$ cat config.mk
export PLATFORM = sky130hd
export DESIGN_NAME = pixel_compositor_flat
export DESIGN_NICKNAME = d
export VERILOG_FILES = /design/src/rtl/pixel_compositor_pkg.sv /design/src/rtl/pixel_compositor_if.sv /design/src/rtl/pixel_compositor_palette_regfile.sv /design/src/rtl/pixel_compositor.sv /design/src/flat_wrapper.sv
export SDC_FILE = /design/constraint.sdc
export NUM_CORES = 1
export LEC_CHECK = 0
export BUFFER_PORTS_ARGS = -buffer_cell sky130_fd_sc_hd__buf_2
export CAP_MARGIN = 10
export CORE_MARGIN = 1
export CORE_UTILIZATION = 66
export DETAILED_ROUTE_END_ITERATION = 8
export GPL_TIMING_DRIVEN = 0
export PLACE_DENSITY = 0.85
export SYNTH_ARGS = -nofsm -noshare
export SYNTH_HDL_FRONTEND = slang
export SYNTH_HIERARCHICAL = 1
export SYNTH_SLANG_ARGS = --single-unit
$ cat constraint.sdc
create_clock -name i_clk -period 4.9 [get_ports i_clk]
set_input_delay 0.98 -clock i_clk [delete_from_list [all_inputs] [get_ports i_clk]]
set_output_delay 0.98 -clock i_clk [all_outputs]
set_load 0.02 [all_outputs]
$ cat src/rtl/pixel_compositor_pkg.sv
// ============================================================================
// Module   : pixel_compositor_pkg
// Brief    : Shared types, item masks and default palette for the compositor.
// Revision : 1.0 - initial release
// ============================================================================
`default_nettype none
`timescale 1ns/1ps

package pixel_compositor_pkg;

  typedef enum logic [1:0] {
    MODE_BLANK = 2'd0,
    MODE_MAP   = 2'd1,
    MODE_SOLID = 2'd2
  } mode_e;

  typedef enum logic [1:0] {
    I_NONE      = 2'd0,
    I_DOT       = 2'd1,
    I_ENERGIZER = 2'd2
  } item_e;

  // 8x8 tile, bit index = row*8 + col. Dot is a 2x2 centre block.
  localparam logic [63:0] DOT_MASK       = 64'h0000_0018_1800_0000;
  // Energizer is a rounded 6x6 disc.
  localparam logic [63:0] ENERGIZER_MASK = 64'h003C_7E7E_7E7E_3C00;

  // Items are drawn with the white palette entry.
  localparam int ITEM_IDX = 2;

  // Reset contents of the palette: black, maze blue, white, ghosts, Pac-Man.
  function automatic logic [23:0] default_palette(input int idx);
    logic [23:0] rgb;
    case (idx)
      1:       rgb = 24'h2121DE;
      2:       rgb = 24'hFFFFFF;
      3:       rgb = 24'hFF0000;
      4:       rgb = 24'hFFB8FF;
      5:       rgb = 24'h00FFFF;
      6:       rgb = 24'hFFB852;
      7:       rgb = 24'hFFFF00;
      default: rgb = 24'h000000;
    endcase
    return rgb;
  endfunction

endpackage

`default_nettype wire

$ cat src/rtl/pixel_compositor_if.sv
// ============================================================================
// Module   : pixel_compositor_if
// Brief    : Pixel request, tileset ROM, palette write and RGB output bundle.
//            master = scan logic / ROM / CPU side, slave = compositor.
// Revision : 1.0 - initial release
// ============================================================================
`default_nettype none
`timescale 1ns/1ps

interface pixel_compositor_if #(
  parameter int N_SPR  = 5,
  parameter int IDX_W  = 4,
  parameter int TILE_W = 6,
  parameter int OFS_W  = 6
) ();

  logic                      i_valid;
  logic [1:0]                i_mode;
  logic [TILE_W-1:0]         i_tile_idx;
  logic [OFS_W-1:0]          i_tile_ofs;
  logic [1:0]                i_item;
  logic [IDX_W-1:0]          i_solid_idx;
  logic [N_SPR-1:0]          i_spr_hit;
  logic [N_SPR*IDX_W-1:0]    i_spr_idx;
  logic                      i_frame_start;
  logic [TILE_W+OFS_W-1:0]   o_tile_addr;
  logic [IDX_W-1:0]          i_tile_data;
  logic                      i_pal_we;
  logic [IDX_W-1:0]          i_pal_addr;
  logic [23:0]               i_pal_rgb;
  logic                      o_valid;
  logic [7:0]                o_VGA_R;
  logic [7:0]                o_VGA_G;
  logic [7:0]                o_VGA_B;

  modport master (
    output i_valid, i_mode, i_tile_idx, i_tile_ofs, i_item, i_solid_idx,
           i_spr_hit, i_spr_idx, i_frame_start, i_tile_data,
           i_pal_we, i_pal_addr, i_pal_rgb,
    input  o_tile_addr, o_valid, o_VGA_R, o_VGA_G, o_VGA_B
  );

  modport slave (
    input  i_valid, i_mode, i_tile_idx, i_tile_ofs, i_item, i_solid_idx,
           i_spr_hit, i_spr_idx, i_frame_start, i_tile_data,
           i_pal_we, i_pal_addr, i_pal_rgb,
    output o_tile_addr, o_valid, o_VGA_R, o_VGA_G, o_VGA_B
  );

endinterface

`default_nettype wire

$ cat src/rtl/pixel_compositor_palette_regfile.sv
// ============================================================================
// Module   : palette_regfile
// Brief    : 2**ADDR_W x 24-bit palette, one write port, one combinational
//            read port. A read of the entry being written returns old data.
// Revision : 1.0 - initial release
// ============================================================================
`default_nettype none
`timescale 1ns/1ps

module palette_regfile
  import pixel_compositor_pkg::*;
#(
  parameter int ADDR_W = 4
) (
  input  logic              clk,
  input  logic              rst_n,
  input  logic              we,
  input  logic [ADDR_W-1:0] waddr,
  input  logic [23:0]       wdata,
  input  logic [ADDR_W-1:0] raddr,
  output logic [23:0]       rdata
);

  localparam int DEPTH = 2**ADDR_W;

  logic [23:0] mem [DEPTH];

  // Storage: reload defaults on reset, otherwise commit writes at the edge.
  always_ff @(posedge clk or negedge rst_n) begin
    if (!rst_n) begin
      for (int i = 0; i < DEPTH; i++) begin
        mem[i] <= default_palette(i);
      end
    end else if (we) begin
      mem[waddr] <= wdata;
    end
  end

  // Read sees the pre-edge contents, giving old data on collision.
  assign rdata = mem[raddr];

endmodule

`default_nettype wire

$ cat src/rtl/pixel_compositor.sv
// ============================================================================
// Module   : pixel_compositor
// Brief    : 4-stage per-pixel compositor: tile fetch, item/sprite layering,
//            palette lookup, registered 24-bit RGB.
//            Optional macro PIXEL_COMPOSITOR_BLINK_EN enables energizer blink.
// Revision : 1.0 - initial release
// ============================================================================
`default_nettype none
`timescale 1ns/1ps

module pixel_compositor
  import pixel_compositor_pkg::*;
#(
  parameter int N_SPR        = 5,
  parameter int IDX_W        = 4,
  parameter int TILE_W       = 6,
  parameter int OFS_W        = 6,
  parameter int BLINK_FRAMES = 8
) (
  input  logic               i_clk,
  input  logic               i_rst_n,
  pixel_compositor_if.slave  bus
);

  logic                   v1, v2, v3, v4;
  logic [1:0]             mode1, mode2;
  logic [TILE_W-1:0]      tile1;
  logic [OFS_W-1:0]       ofs1, ofs2;
  logic [1:0]             item1, item2;
  logic [IDX_W-1:0]       solid1, solid2;
  logic [N_SPR-1:0]       hit1, hit2;
  logic [N_SPR*IDX_W-1:0] sidx1, sidx2;
  logic [IDX_W-1:0]       idx_sel, idx3;
  logic                   blink_on;
  logic [23:0]            pal_rgb;
  logic [23:0]            rgb4;

  // S1: register the incoming request.
  always_ff @(posedge i_clk or negedge i_rst_n) begin
    if (!i_rst_n) begin
      v1 <= 1'b0; mode1 <= '0; tile1 <= '0; ofs1 <= '0; item1 <= '0;
      solid1 <= '0; hit1 <= '0; sidx1 <= '0;
    end else begin
      v1 <= bus.i_valid;      mode1 <= bus.i_mode;
      tile1 <= bus.i_tile_idx; ofs1 <= bus.i_tile_ofs;
      item1 <= bus.i_item;    solid1 <= bus.i_solid_idx;
      hit1 <= bus.i_spr_hit;  sidx1 <= bus.i_spr_idx;
    end
  end

  // Concatenation is exactly tile*2**OFS_W + ofs.
  assign bus.o_tile_addr = {tile1, ofs1};

  // S2: delay the sideband to line up with the ROM data arriving next cycle.
  always_ff @(posedge i_clk or negedge i_rst_n) begin
    if (!i_rst_n) begin
      v2 <= 1'b0; mode2 <= '0; ofs2 <= '0; item2 <= '0;
      solid2 <= '0; hit2 <= '0; sidx2 <= '0;
    end else begin
      v2 <= v1; mode2 <= mode1; ofs2 <= ofs1; item2 <= item1;
      solid2 <= solid1; hit2 <= hit1; sidx2 <= sidx1;
    end
  end

`ifdef PIXEL_COMPOSITOR_BLINK_EN
  localparam int CNT_W = (BLINK_FRAMES > 1) ? $clog2(BLINK_FRAMES) : 1;
  logic [CNT_W-1:0] frame_cnt;

  // Frame counter: toggle blink phase each time the count wraps.
  always_ff @(posedge i_clk or negedge i_rst_n) begin
    if (!i_rst_n) begin
      frame_cnt <= '0;
      blink_on  <= 1'b1;
    end else if (bus.i_frame_start) begin
      if (frame_cnt == CNT_W'(BLINK_FRAMES - 1)) begin
        frame_cnt <= '0;
        blink_on  <= ~blink_on;
      end else begin
        frame_cnt <= frame_cnt + 1'b1;
      end
    end
  end
`else
  localparam int unused_blink_frames = BLINK_FRAMES;
  logic unused_frame_start;
  assign unused_frame_start = bus.i_frame_start;
  assign blink_on = 1'b1;
`endif

  // S3 select: mode, then first opaque sprite, then items, then tile data.
  always_comb begin
    logic found;
    idx_sel = bus.i_tile_data;
    found   = 1'b0;
    case (mode2)
      MODE_SOLID: idx_sel = solid2;
      MODE_MAP: begin
        for (int k = 0; k < N_SPR; k++) begin
          if (!found && hit2[k] && (sidx2[k*IDX_W +: IDX_W] != '0)) begin
            idx_sel = sidx2[k*IDX_W +: IDX_W];
            found   = 1'b1;
          end
        end
        if (!found) begin
          if (item2 == I_DOT && DOT_MASK[ofs2]) begin
            idx_sel = IDX_W'(ITEM_IDX);
          end else if (item2 == I_ENERGIZER && ENERGIZER_MASK[ofs2] && blink_on) begin
            idx_sel = IDX_W'(ITEM_IDX);
          end
        end
      end
      default: idx_sel = '0;
    endcase
  end

  // S3 register: colour index and valid.
  always_ff @(posedge i_clk or negedge i_rst_n) begin
    if (!i_rst_n) begin
      v3   <= 1'b0;
      idx3 <= '0;
    end else begin
      v3   <= v2;
      idx3 <= idx_sel;
    end
  end

  palette_regfile #(.ADDR_W(IDX_W)) u_palette (
    .clk   (i_clk),
    .rst_n (i_rst_n),
    .we    (bus.i_pal_we),
    .waddr (bus.i_pal_addr),
    .wdata (bus.i_pal_rgb),
    .raddr (idx3),
    .rdata (pal_rgb)
  );

  // S4: register the looked-up colour; hold it while no pixel is valid.
  always_ff @(posedge i_clk or negedge i_rst_n) begin
    if (!i_rst_n) begin
      v4   <= 1'b0;
      rgb4 <= '0;
    end else begin
      v4 <= v3;
      if (v3) rgb4 <= pal_rgb;
    end
  end

  assign bus.o_valid = v4;
  assign bus.o_VGA_R = rgb4[23:16];
  assign bus.o_VGA_G = rgb4[15:8];
  assign bus.o_VGA_B = rgb4[7:0];

endmodule

`default_nettype wire
$ cat src/flat_wrapper.sv
// flat-port wrapper written by rule: the top's interface ports become plain ports
module pixel_compositor_flat import pixel_compositor_pkg::*;
#(
  parameter int N_SPR        = 5,
  parameter int IDX_W        = 4,
  parameter int TILE_W       = 6,
  parameter int OFS_W        = 6,
  parameter int BLINK_FRAMES = 8
)
  (i_clk, i_rst_n, bus_i_valid, bus_i_mode, bus_i_tile_idx, bus_i_tile_ofs, bus_i_item, bus_i_solid_idx, bus_i_spr_hit, bus_i_spr_idx, bus_i_frame_start, bus_i_tile_data, bus_i_pal_we, bus_i_pal_addr, bus_i_pal_rgb, bus_o_tile_addr, bus_o_valid, bus_o_VGA_R, bus_o_VGA_G, bus_o_VGA_B);
  pixel_compositor_if #(.N_SPR(N_SPR), .IDX_W(IDX_W), .TILE_W(TILE_W), .OFS_W(OFS_W)) bus_i ();
  input  logic i_clk;
  input  logic i_rst_n;
  input wire logic [$bits(bus_i.i_valid)-1:0] bus_i_valid;
  input wire logic [$bits(bus_i.i_mode)-1:0] bus_i_mode;
  input wire logic [$bits(bus_i.i_tile_idx)-1:0] bus_i_tile_idx;
  input wire logic [$bits(bus_i.i_tile_ofs)-1:0] bus_i_tile_ofs;
  input wire logic [$bits(bus_i.i_item)-1:0] bus_i_item;
  input wire logic [$bits(bus_i.i_solid_idx)-1:0] bus_i_solid_idx;
  input wire logic [$bits(bus_i.i_spr_hit)-1:0] bus_i_spr_hit;
  input wire logic [$bits(bus_i.i_spr_idx)-1:0] bus_i_spr_idx;
  input wire logic [$bits(bus_i.i_frame_start)-1:0] bus_i_frame_start;
  input wire logic [$bits(bus_i.i_tile_data)-1:0] bus_i_tile_data;
  input wire logic [$bits(bus_i.i_pal_we)-1:0] bus_i_pal_we;
  input wire logic [$bits(bus_i.i_pal_addr)-1:0] bus_i_pal_addr;
  input wire logic [$bits(bus_i.i_pal_rgb)-1:0] bus_i_pal_rgb;
  output wire logic [$bits(bus_i.o_tile_addr)-1:0] bus_o_tile_addr;
  output wire logic [$bits(bus_i.o_valid)-1:0] bus_o_valid;
  output wire logic [$bits(bus_i.o_VGA_R)-1:0] bus_o_VGA_R;
  output wire logic [$bits(bus_i.o_VGA_G)-1:0] bus_o_VGA_G;
  output wire logic [$bits(bus_i.o_VGA_B)-1:0] bus_o_VGA_B;
  assign bus_i.i_valid = bus_i_valid;
  assign bus_i.i_mode = bus_i_mode;
  assign bus_i.i_tile_idx = bus_i_tile_idx;
  assign bus_i.i_tile_ofs = bus_i_tile_ofs;
  assign bus_i.i_item = bus_i_item;
  assign bus_i.i_solid_idx = bus_i_solid_idx;
  assign bus_i.i_spr_hit = bus_i_spr_hit;
  assign bus_i.i_spr_idx = bus_i_spr_idx;
  assign bus_i.i_frame_start = bus_i_frame_start;
  assign bus_i.i_tile_data = bus_i_tile_data;
  assign bus_i.i_pal_we = bus_i_pal_we;
  assign bus_i.i_pal_addr = bus_i_pal_addr;
  assign bus_i.i_pal_rgb = bus_i_pal_rgb;
  assign bus_o_tile_addr = bus_i.o_tile_addr;
  assign bus_o_valid = bus_i.o_valid;
  assign bus_o_VGA_R = bus_i.o_VGA_R;
  assign bus_o_VGA_G = bus_i.o_VGA_G;
  assign bus_o_VGA_B = bus_i.o_VGA_B;
  pixel_compositor #(.N_SPR(N_SPR), .IDX_W(IDX_W), .TILE_W(TILE_W), .OFS_W(OFS_W), .BLINK_FRAMES(BLINK_FRAMES)) u_core (.i_clk(i_clk), .i_rst_n(i_rst_n), .bus(bus_i));
endmodule
# --- Word-level counts from Yosys, hierarchy flattened ---
# Memory sizes are Yosys's and may differ from the RTL's.
# Index checks and enable logic that the tools add are counted.
totals:
  reg_bits: 500
  mem_bits_rw: 0
  mem_count: 2
  input_bits: 82
  latchBits: 0
  mem_bits_ro: 128
  word_cells: 95
op_classes:
  mux: 27
  n_shift: 0
  div: 0
  add_sub_neg: 0
  bitwise_logic: 2
  reduce_logical: 21
  multipliers: 0
  magnitude_cmp: 4
  eq_ne: 4
mem_list:
  columns: ["memory", "words", "word_bits", "rd", "rd_clocked_by_memory_dff", "wr", "line", "source"]
  rows:
  - ["(name not given)", 64, 1, 1, 0, 0, "pixel_compositor.sv:105", "if (item2 == I_DOT && DOT_MASK[ofs2]) begin"]
  - ["(name not given)", 64, 1, 1, 0, 0, "pixel_compositor.sv:107", "end else if (item2 == I_ENERGIZER && ENERGIZER_MASK[ofs2] && blink_on) begin"]
ops:
  columns: ["op", "n"]
  rows:
  - ["384-bit bitwise mux", 1]
  - ["24-bit binary-select mux with 4-bit select", 1]
  - ["24-bit demux with 4-bit select", 1]
  - ["24-bit 2-to-1 mux", 3]
  - ["4-bit 2-to-1 mux", 8]
  - ["4-bit nonzero test", 5]
  - ["1-bit logical AND", 12]
  - ["1-bit 2-to-1 mux", 12]
  - ["5-bit greater-or-equal comparator, second input constant", 2]
  - ["4-bit inverter with 5-bit output", 2]
  - ["4-bit case mux with 2 select lines", 1]
  - ["6-bit by 7-bit < comparator with 1-bit output, second input constant", 1]
  - ["5-bit by 1-bit < comparator with 1-bit output, second input constant", 1]
  - ["2-bit by 1-bit equality test with 1-bit output, second input constant", 2]
  - ["2-bit equality test, second input constant", 2]
  - ["1-bit logical NOT", 4]

# --- Depth between registers and ports, before layout ---
# Gate-level depths: netlist (run 1).
logic_depth:
  word_depth: 27
  depth_mapped: 7
  ltp_nobuf: 6

# --- Cells and area by module ---
# Netlist (run 1), hierarchy kept.
by_module_without_submodules:
  columns: ["module", "area_each_um2", "cells_per_inst", "n_inst"]
  rows:
  - ["palette_regfile", 17425.5, 1060, 1]
  - ["pixel_compositor", 3823.7, 224, 1]

# --- Worst setup path before layout (run 1) ---
# Ideal clock, no wire load.
synth_path:
  path_type: "input-to-reg"
  startpoint: "input bus_i_pal_addr[0]"
  endpoint: "register u_core/u_palette/mem[360] (netlist name)"
  n_path_buf: 3
  setup_slack_ns: 2.571
  t_arrival_ns: 2.204
  required_time_ns: 4.775
  path_stages: 5
  path_cell_list: "buf_6 or4_1 buf_2 buf_6 mux2_4"
synth_between:
  elab_chain_len: 6
  elab_cells_between_ends: 7
  classes_between: "order compare: 2; mux: 3; bitwise: 1; reduce/logical: 1"
synth_lines:
  columns: ["element", "line", "source"]
  rows:
  - ["from (decl)", "flat_wrapper.sv:25", "input wire logic [$bits(bus_i.i_pal_addr)-1:0] bus_i_pal_addr;"]
  - ["4-bit inverter with 5-bit output (not written as such) *", "pixel_compositor_palette_regfile.sv:35", "mem[waddr] <= wdata;"]
  - ["5-bit greater-or-equal comparator (not written as such) / 5-bit by 1-bit < comparator with 1-bit output (equally long branches)", "pixel_compositor_palette_regfile.sv:35", null]
  - ["1-bit logical AND (not written as such)", "pixel_compositor_palette_regfile.sv:35", null]
  - ["24-bit 2-to-1 mux (not written as such)", "pixel_compositor_palette_regfile.sv:35", null]
  - ["24-bit demux with 4-bit select *", "pixel_compositor_palette_regfile.sv:35", null]
  - ["384-bit bitwise mux *", "pixel_compositor_palette_regfile.sv:35", null]
  - ["to (signal, indexed assignment)", "pixel_compositor_palette_regfile.sv:32", "mem[i] <= default_palette(i);"]
  - ["to (signal, indexed assignment)", "pixel_compositor_palette_regfile.sv:35", null]
  - ["to (decl)", "pixel_compositor_palette_regfile.sv:26", "logic [23:0] mem [DEPTH];"]
# Mark *: on every way between the ends. The rest lies on a longest branch, timed or not.
# A chain may end at the register's enable or synchronous reset.

# --- Worst setup path in the final report (run 1) ---
layout_path:
  startpoint: "register u_core.idx3[1]"
  endpoint: "register u_core.rgb4[16]"
layout_between:
  elab_chain_len: 4
layout_lines:
  columns: ["element", "line", "source"]
  rows:
  - ["from (decl)", "pixel_compositor.sv:33", "logic [IDX_W-1:0] idx_sel, idx3;"]
  - ["from (signal assigned)", "pixel_compositor.sv:123", "idx3 <= idx_sel;"]
  - ["4-bit inverter with 5-bit output (not written as such)", "pixel_compositor_palette_regfile.sv:40", "assign rdata = mem[raddr];"]
  - ["24-bit binary-select mux with 4-bit select", "pixel_compositor_palette_regfile.sv:40", null]
  - ["24-bit 2-to-1 mux (not written as such) (2 in series)", "pixel_compositor_palette_regfile.sv:40", null]
  - ["net u_core.pal_rgb[16]", "pixel_compositor.sv:35", "logic [23:0] pal_rgb;"]
  - ["to (signal assigned)", "pixel_compositor.sv:144", "if (v3) rgb4 <= pal_rgb;"]
  - ["to (decl)", "pixel_compositor.sv:36", "logic [23:0] rgb4;"]
# The timed path passes the listed nets, and every way through them passes these cells. The select of a mux whose other input is x is not followed.

==> impl_metrics.toml, run 1 <==
[global_route]
grt.busiest_layer = "met2"
grt_overflow = 0
gr-usage-met2_pct = 49.2
antenna_found_initial = 0
grt_pass1_vias = 13252
grt_use_met3_pct = 6.72
grt_pass1_wl_um = 76400
track_usage_pct = 30.9
grt_util_met1_pct = 42.4
grt_max_degree = 117

[setup_path]
cp_max_fo = 10
crit_type = "flop to flop"
arrival_ns = 3.64
crit_path_end_kind = "flop"
cp.required_ns = 5.35
startpoint_type = "flop"

[cts]
hold_buffers = 0
htreeDepth = 2
cts_setup_buffers = 0
cts_tree = "yes"
cts_buffer_depth = 3
postCtsResizedCells = 0
clock_sinks = 500
cts.clk_slew.worst_paths_ns = 0.06
insertion_delay_ns = 0.57
tritoncts.num_buffers = 48
clock-root-buffer = "clkbuf_16"

[timing]
skew_ns = 0.0214
rsz0062_at_grt = "no"
period_share_pct = 65.1
fin_setup_tns_ns = 0
final_max_slew_viol_count = 0
timing.final.ws_setup_ns = 1.71
slew_headroom_pct = 31.1
max_freq_ghz = 0.314
min_period_ns = 3.19
hold_viol = 0
setup_viol = 0
fin_hold_ws_ns = 0.347
worst_pin_slew_ns = 1.03

[logic_synthesis]
synth_ff_type = "dfrtp_1"
synthTopCellsByArea = "dfrtp_1 (46%), mux2_2 (21%), dfstp_2 (13%)"
ys_ff_latch = 500
syn_nets = 1368
netlist_area_um2 = 21200
ys_types = 55
synthTopCellsByCount = "dfrtp_1 (391), mux2_2 (387), dfstp_2 (109)"
synth_cells = 1284
yosysMostFrequentCell = "dfrtp_1"
yosys.area.top_type = "dfrtp_1"
post_synth.cell_area_avg_um2 = 16.5
yosys_warnings = 6
synthDominantCellAreaShare_pct = 46.0
yosysSeqAreaShare_pct = 59.5
ys_async_sr_fraction_pct = 100
synth_edf_count = 0

[die]
rows = 65
die_h_um = 181
core_area_um2 = 31600
dieArea_um2 = 32900
io_pins = 119
start_util_pct = 67.2
die_x_um = 181

[routing]
dr_total_vias = 12277
ant_nets = 0
firstDrtPassIters = 6
wire_per_inst_um = 25.5
wl_um = 48200
drc = 0
via_per_inst = 6.48
drtIter0Drc = 873

[run]
maxCapViolCount = 0

[final_layout]
syn2layout_area_growth_pct = 13.6
stdcell_count = 1894
final_util_pct = 76.3
finalNetCount = 1537
drive_gt1_share_pct = 59.0
antenna_cells = 0

[run_status]
outcome = "completed"

[power_and_ir_drop]
p_leak_nw = 10.3
vdd_drop_max_uv = 407
p_per_area_nw_per_um2 = 476

[place]
place_inst = 1805
post-place-ws_ns = 1.86
portBuffers = 115
dp_hpwl_um = 31600
gp_congestion = 0.810

[hold_path]
hold_class = "flop to flop"
==> layout make-up <==
class | instances | area (um^2)
multi-input combinational | 681 | 8110
inverter | 5 | 18.8
fill | 1743 | 7490
clock buffer | 74 | 1460
timing repair buffer | 119 | 696
clock inverter | 15 | 239
sequential | 500 | 12600
buffer | 98 | 474
tap | 402 | 503
==> power breakdown <==
group | switching [mW] | total [mW] | leakage [nW] | internal, mW
Clock | 1.56 | 3.93 | 0.835 | 2.37
Sequential | 0.451 | 5.58 | 5.89 | 5.13
Combinational | 0.854 | 1.98 | 3.61 | 1.12
Total | 2.86 | 11.5 | 10.3 | 8.62
==> logic make-up after synthesis <==
| kind of cell | Yosys count | synth area share, % |
|---|---|---|
| xor+xnor | 3 | 0.124 |
| buf+inv | 103 | 2.32 |
| mux | 506 | 32.3 |
| flops | 500 | 59.5 |
| fa+ha+maj | 2 | 0.118 |
| compound gates | 85 | 3.40 |
| simple gates | 85 | 2.26 |
==> placed cells by master (no fill, tap or decap), drive strengths merged, types with 5 or more instances in the layout <==
master / n
mux2: 410
dfrtp: 391
buf: 172
clkbuf: 119
dfstp: 109
mux4: 96
a22oi: 49
nand2: 36
nor2: 10
nor3: 9
inv: 7
bufinv: 6
clkinv: 6
nand3: 6
o41ai: 5
==> registers in the layout, indices dropped and copies added, names as in the netlist <==
| name | flops |
|---|---|
| u_core/tile1 | 6 |
| u_core/u_palette/mem | 384 |
| u_core/mode2 | 2 |
| u_core/item1 | 2 |
| u_core/sidx2 | 20 |
| u_core/idx3 | 4 |
| u_core/hit2 | 5 |
| u_core/bus.o_valid | 1 |
| u_core/sidx1 | 20 |
| u_core/ofs1 | 6 |
| u_core/ofs2 | 6 |
| u_core/item2 | 2 |
| u_core/mode1 | 2 |
| u_core/v1 | 1 |
| u_core/solid1 | 4 |
| u_core/hit1 | 5 |
| u_core/rgb4 | 24 |
| u_core/solid2 | 4 |
| u_core/v2 | 1 |
| u_core/v3 | 1 |
==> worst paths after layout <==
kind,cells past startpoint,slack [ns],end,startpoint
worst max-delay path,7,1.71,u_core/rgb4[16],u_core/idx3[1]
worst min-delay path,0,0.35,u_core/sidx2[3],u_core/sidx1[3]
worst max register to register,7,1.71,u_core/rgb4[16],u_core/idx3[1]
worst min register to register,0,0.35,u_core/sidx2[3],u_core/sidx1[3]
max in group asynchronous,4,2.57,u_core/u_palette/mem[101],i_rst_n
min in group asynchronous,1,0.43,u_core/u_palette/mem[355],i_rst_n
==> worst max-delay path, cell delays in order, from the launching register on <==
cell and delay, ns:
dfrtp_1 0.33, clkbuf_1 0.29, clkbuf_1 0.70, buf_2 0.45, mux4_2 0.39, a22oi_1 0.45
nand2_1 0.15, mux2_2 0.29
==> per-stage QoR <==
| stage | instance area (um^2) | power [mW] |
|---|---|---|
| 3_3_place_gp | 22300 | 7.42 |
| 4_1_cts | 24100 | 11.5 |
| 2_1_floorplan | 21200 | 6.91 |
| 3_5_place_dp | 22400 | 7.58 |
| 5_1_grt | 24100 | 11.9 |
| 6_report | 24100 | 11.5 |
==> routing by layer <==
layer	vias up	wire length (um)
met1	6563	19500
met5	-	0
li1	5113	-
met3	101	3490
met4	0	1650
met2	500	23600
(Power assumes the default switching activity.)
==> run 2: changes to the inputs <==
Settings changed: CORE_UTILIZATION 66 to 61, PLACE_DENSITY 0.85 to 0.8.
Clock period 4.9 ns to 3.1 ns, I/O delays scaled along.
==> run 2 against run 1 <==
Global-route usage is 3.2 points lower. Total power up 58%. Worst hold slack worse by 0.22 ns. Worst setup slack got worse by 1.4 ns. Clock-buffer cell count is 7 higher. Critical path depth unchanged. Clock skew fell by 0.0087 ns. Non-clock buffer count unchanged. Maximum frequency increased by 14%.
==> impl_metrics.toml, run 2 (same netlist as run 1, synthesis figures left out) <==
[final_layout]
finalNetCount = 1539
final_cell_mix = "dfrtp_1 (391), mux2_2 (387), buf_2 (160), dfstp_2 (109), mux4_2 (96)"
largest-register = "u_core/u_palette/mem"
largest_registers = "u_core/u_palette/mem x384, u_core/rgb4 x24"
syn2layout_area_growth_pct = 14.0
stdcell_count = 1944
final_util_pct = 71.5
largest_register_ffs = 384
final_common_cell = "dfrtp_1"
design_area_um2 = 24200
drive_gt1_share_pct = 58.9

[global_route]
track_usage_pct = 27.7
grt_pass1_vias = 12938
antenna_found_initial = 2
grt_pass1_wl_um = 74500
grt_overflow = 0
grt_max_degree = 121

[die]
start_util_pct = 62.7
rows = 67
dieArea_um2 = 35600
die_h_um = 189
die_x_um = 189
core_area_um2 = 33900
io_pins = 119

[setup_path]
startpoint_type = "flop"
crit_type = "flop to flop"
slowest_delay_ns = 0.43
crit_path_end_kind = "flop"
cp_max_fo = 10
cp.required_ns = 3.55
crit_path_top_delay_cell = "clkbuf_2"
worstPathCellList = "clkbuf_1, clkbuf_2, buf_2, mux4_2, a22oi_1, nand2_1, mux2_2"
arrival_ns = 3.26

[timing]
period_share_pct = 90.6
slew_headroom_pct = 31.8
hold_viol = 0
worst_pin_slew_ns = 1.02
fin_hold_ws_ns = 0.122
fin_setup_tns_ns = 0
min_period_ns = 2.81
timing.final.ws_setup_ns = 0.293
skew_ns = 0.0127
final_max_slew_viol_count = 0
setup_viol = 0
max_freq_ghz = 0.356
rsz0062_at_grt = "no"

[place]
post-place-ws_ns = 0.112
portBuffers = 115
place_inst = 1851
gp_congestion = 0.837
dp_hpwl_um = 32000
place_area_um2 = 22500

[power_and_ir_drop]
total_power_mw = 18.1
pwr-share-seq_pct = 48.8
vdd_drop_max_uv = 604
netSwitchingFraction_pct = 24.7
switching_power_mw = 4.47
p_leak_nw = 10.3
p_comb_share_pct = 17.1
p_clk_share_pct = 34.2
p_int_mw = 13.6
p_per_area_nw_per_um2 = 747

[cts]
clock-root-buffer = "clkbuf_16"
cts.clk_slew.worst_paths_ns = 0.06
cts_buffer_depth = 3
cts_tree = "yes"
htreeDepth = 2
tritoncts.num_buffers = 50
clock_sinks = 500
insertion_delay_ns = 0.57

[routing]
firstDrtPassIters = 5
drc = 0
dr_total_vias = 11881
wire_per_inst_um = 24.1
wl_um = 46900
drtIter0Drc = 607
via_per_inst = 6.11
ant_nets = 0

[run]
maxCapViolCount = 0

[run_status]
outcome = "completed"

[hold_path]
hold_class = "primary input to async pin"
[run 2: cell count changes in the layout (fill, tap and decap cells not counted), sizes merged]
cell      change
bufinv        -2
diode         +1
clkinvlp      -1
clkinv        +1
inv           -2
clkbuf        +7
[run 2: per-layer routing]
layer,vias up,global-route usage (%),share of wire (%)
met5,-,0,0.021
li1,5110,-,-
met2,317,44.7,49
met1,6365,38.8,43
met4,2,9.37,3.0
met3,87,4.69,5.1
[run 2: area by class of cell]
cell class / instances / area (um^2)
Timing Repair Buffer: 119 / 696
Sequential cell: 500 / 12600
Clock buffer: 81 / 1550
Antenna cell: 1 / 2.50
Buffer: 98 / 475
Clock inverter: 11 / 155
Inverter: 5 / 18.8
Tap cell: 448 / 561
Fill cell: 2154 / 9650
Multi-Input combinational cell: 681 / 8110
[run 2: worst max-delay path: cells and delay by family (launching register included)]
family / cells / cell delay [ns]
buf+inv: 3 / 1.10
mux: 2 / 0.69
compound gates: 1 / 0.43
flops: 1 / 0.33
simple gates: 1 / 0.14
[run 2: timing repair]
item	4_1_cts	5_1_grt
setup endpoints to repair	0	7
setup buffers	0	0
gates resized for setup	0	2
hold buffers	0	0
endpoints found under the hold margin	0	0
[run 2: final timing paths]
check,startpoint,endpoint,slack [ns],cells after the start
max,u_core/idx3[1],u_core/rgb4[14],0.29,7
min,i_rst_n,u_core/u_palette/mem[361],0.12,1
max reg2reg,u_core/idx3[1],u_core/rgb4[14],0.29,7
min reg2reg,u_core/solid1[0],u_core/solid2[0],0.35,0
max in group asynchronous,i_rst_n,u_core/u_palette/mem[6],1.39,3
min in group i_clk,bus_i_spr_hit[0],u_core/hit1[0],0.16,1
[run 2: power groups by stage]
stage | clock (mW) | combinational [mW] | sequential, mW
floorplan | 0 | 2.11 | 8.80
global placement | 0 | 2.93 | 8.81
detailed placement | 0 | 3.08 | 8.90
CTS | 6.30 | 3.10 | 8.81
global route | 6.54 | 3.32 | 8.98
finish | 6.18 | 3.09 | 8.82
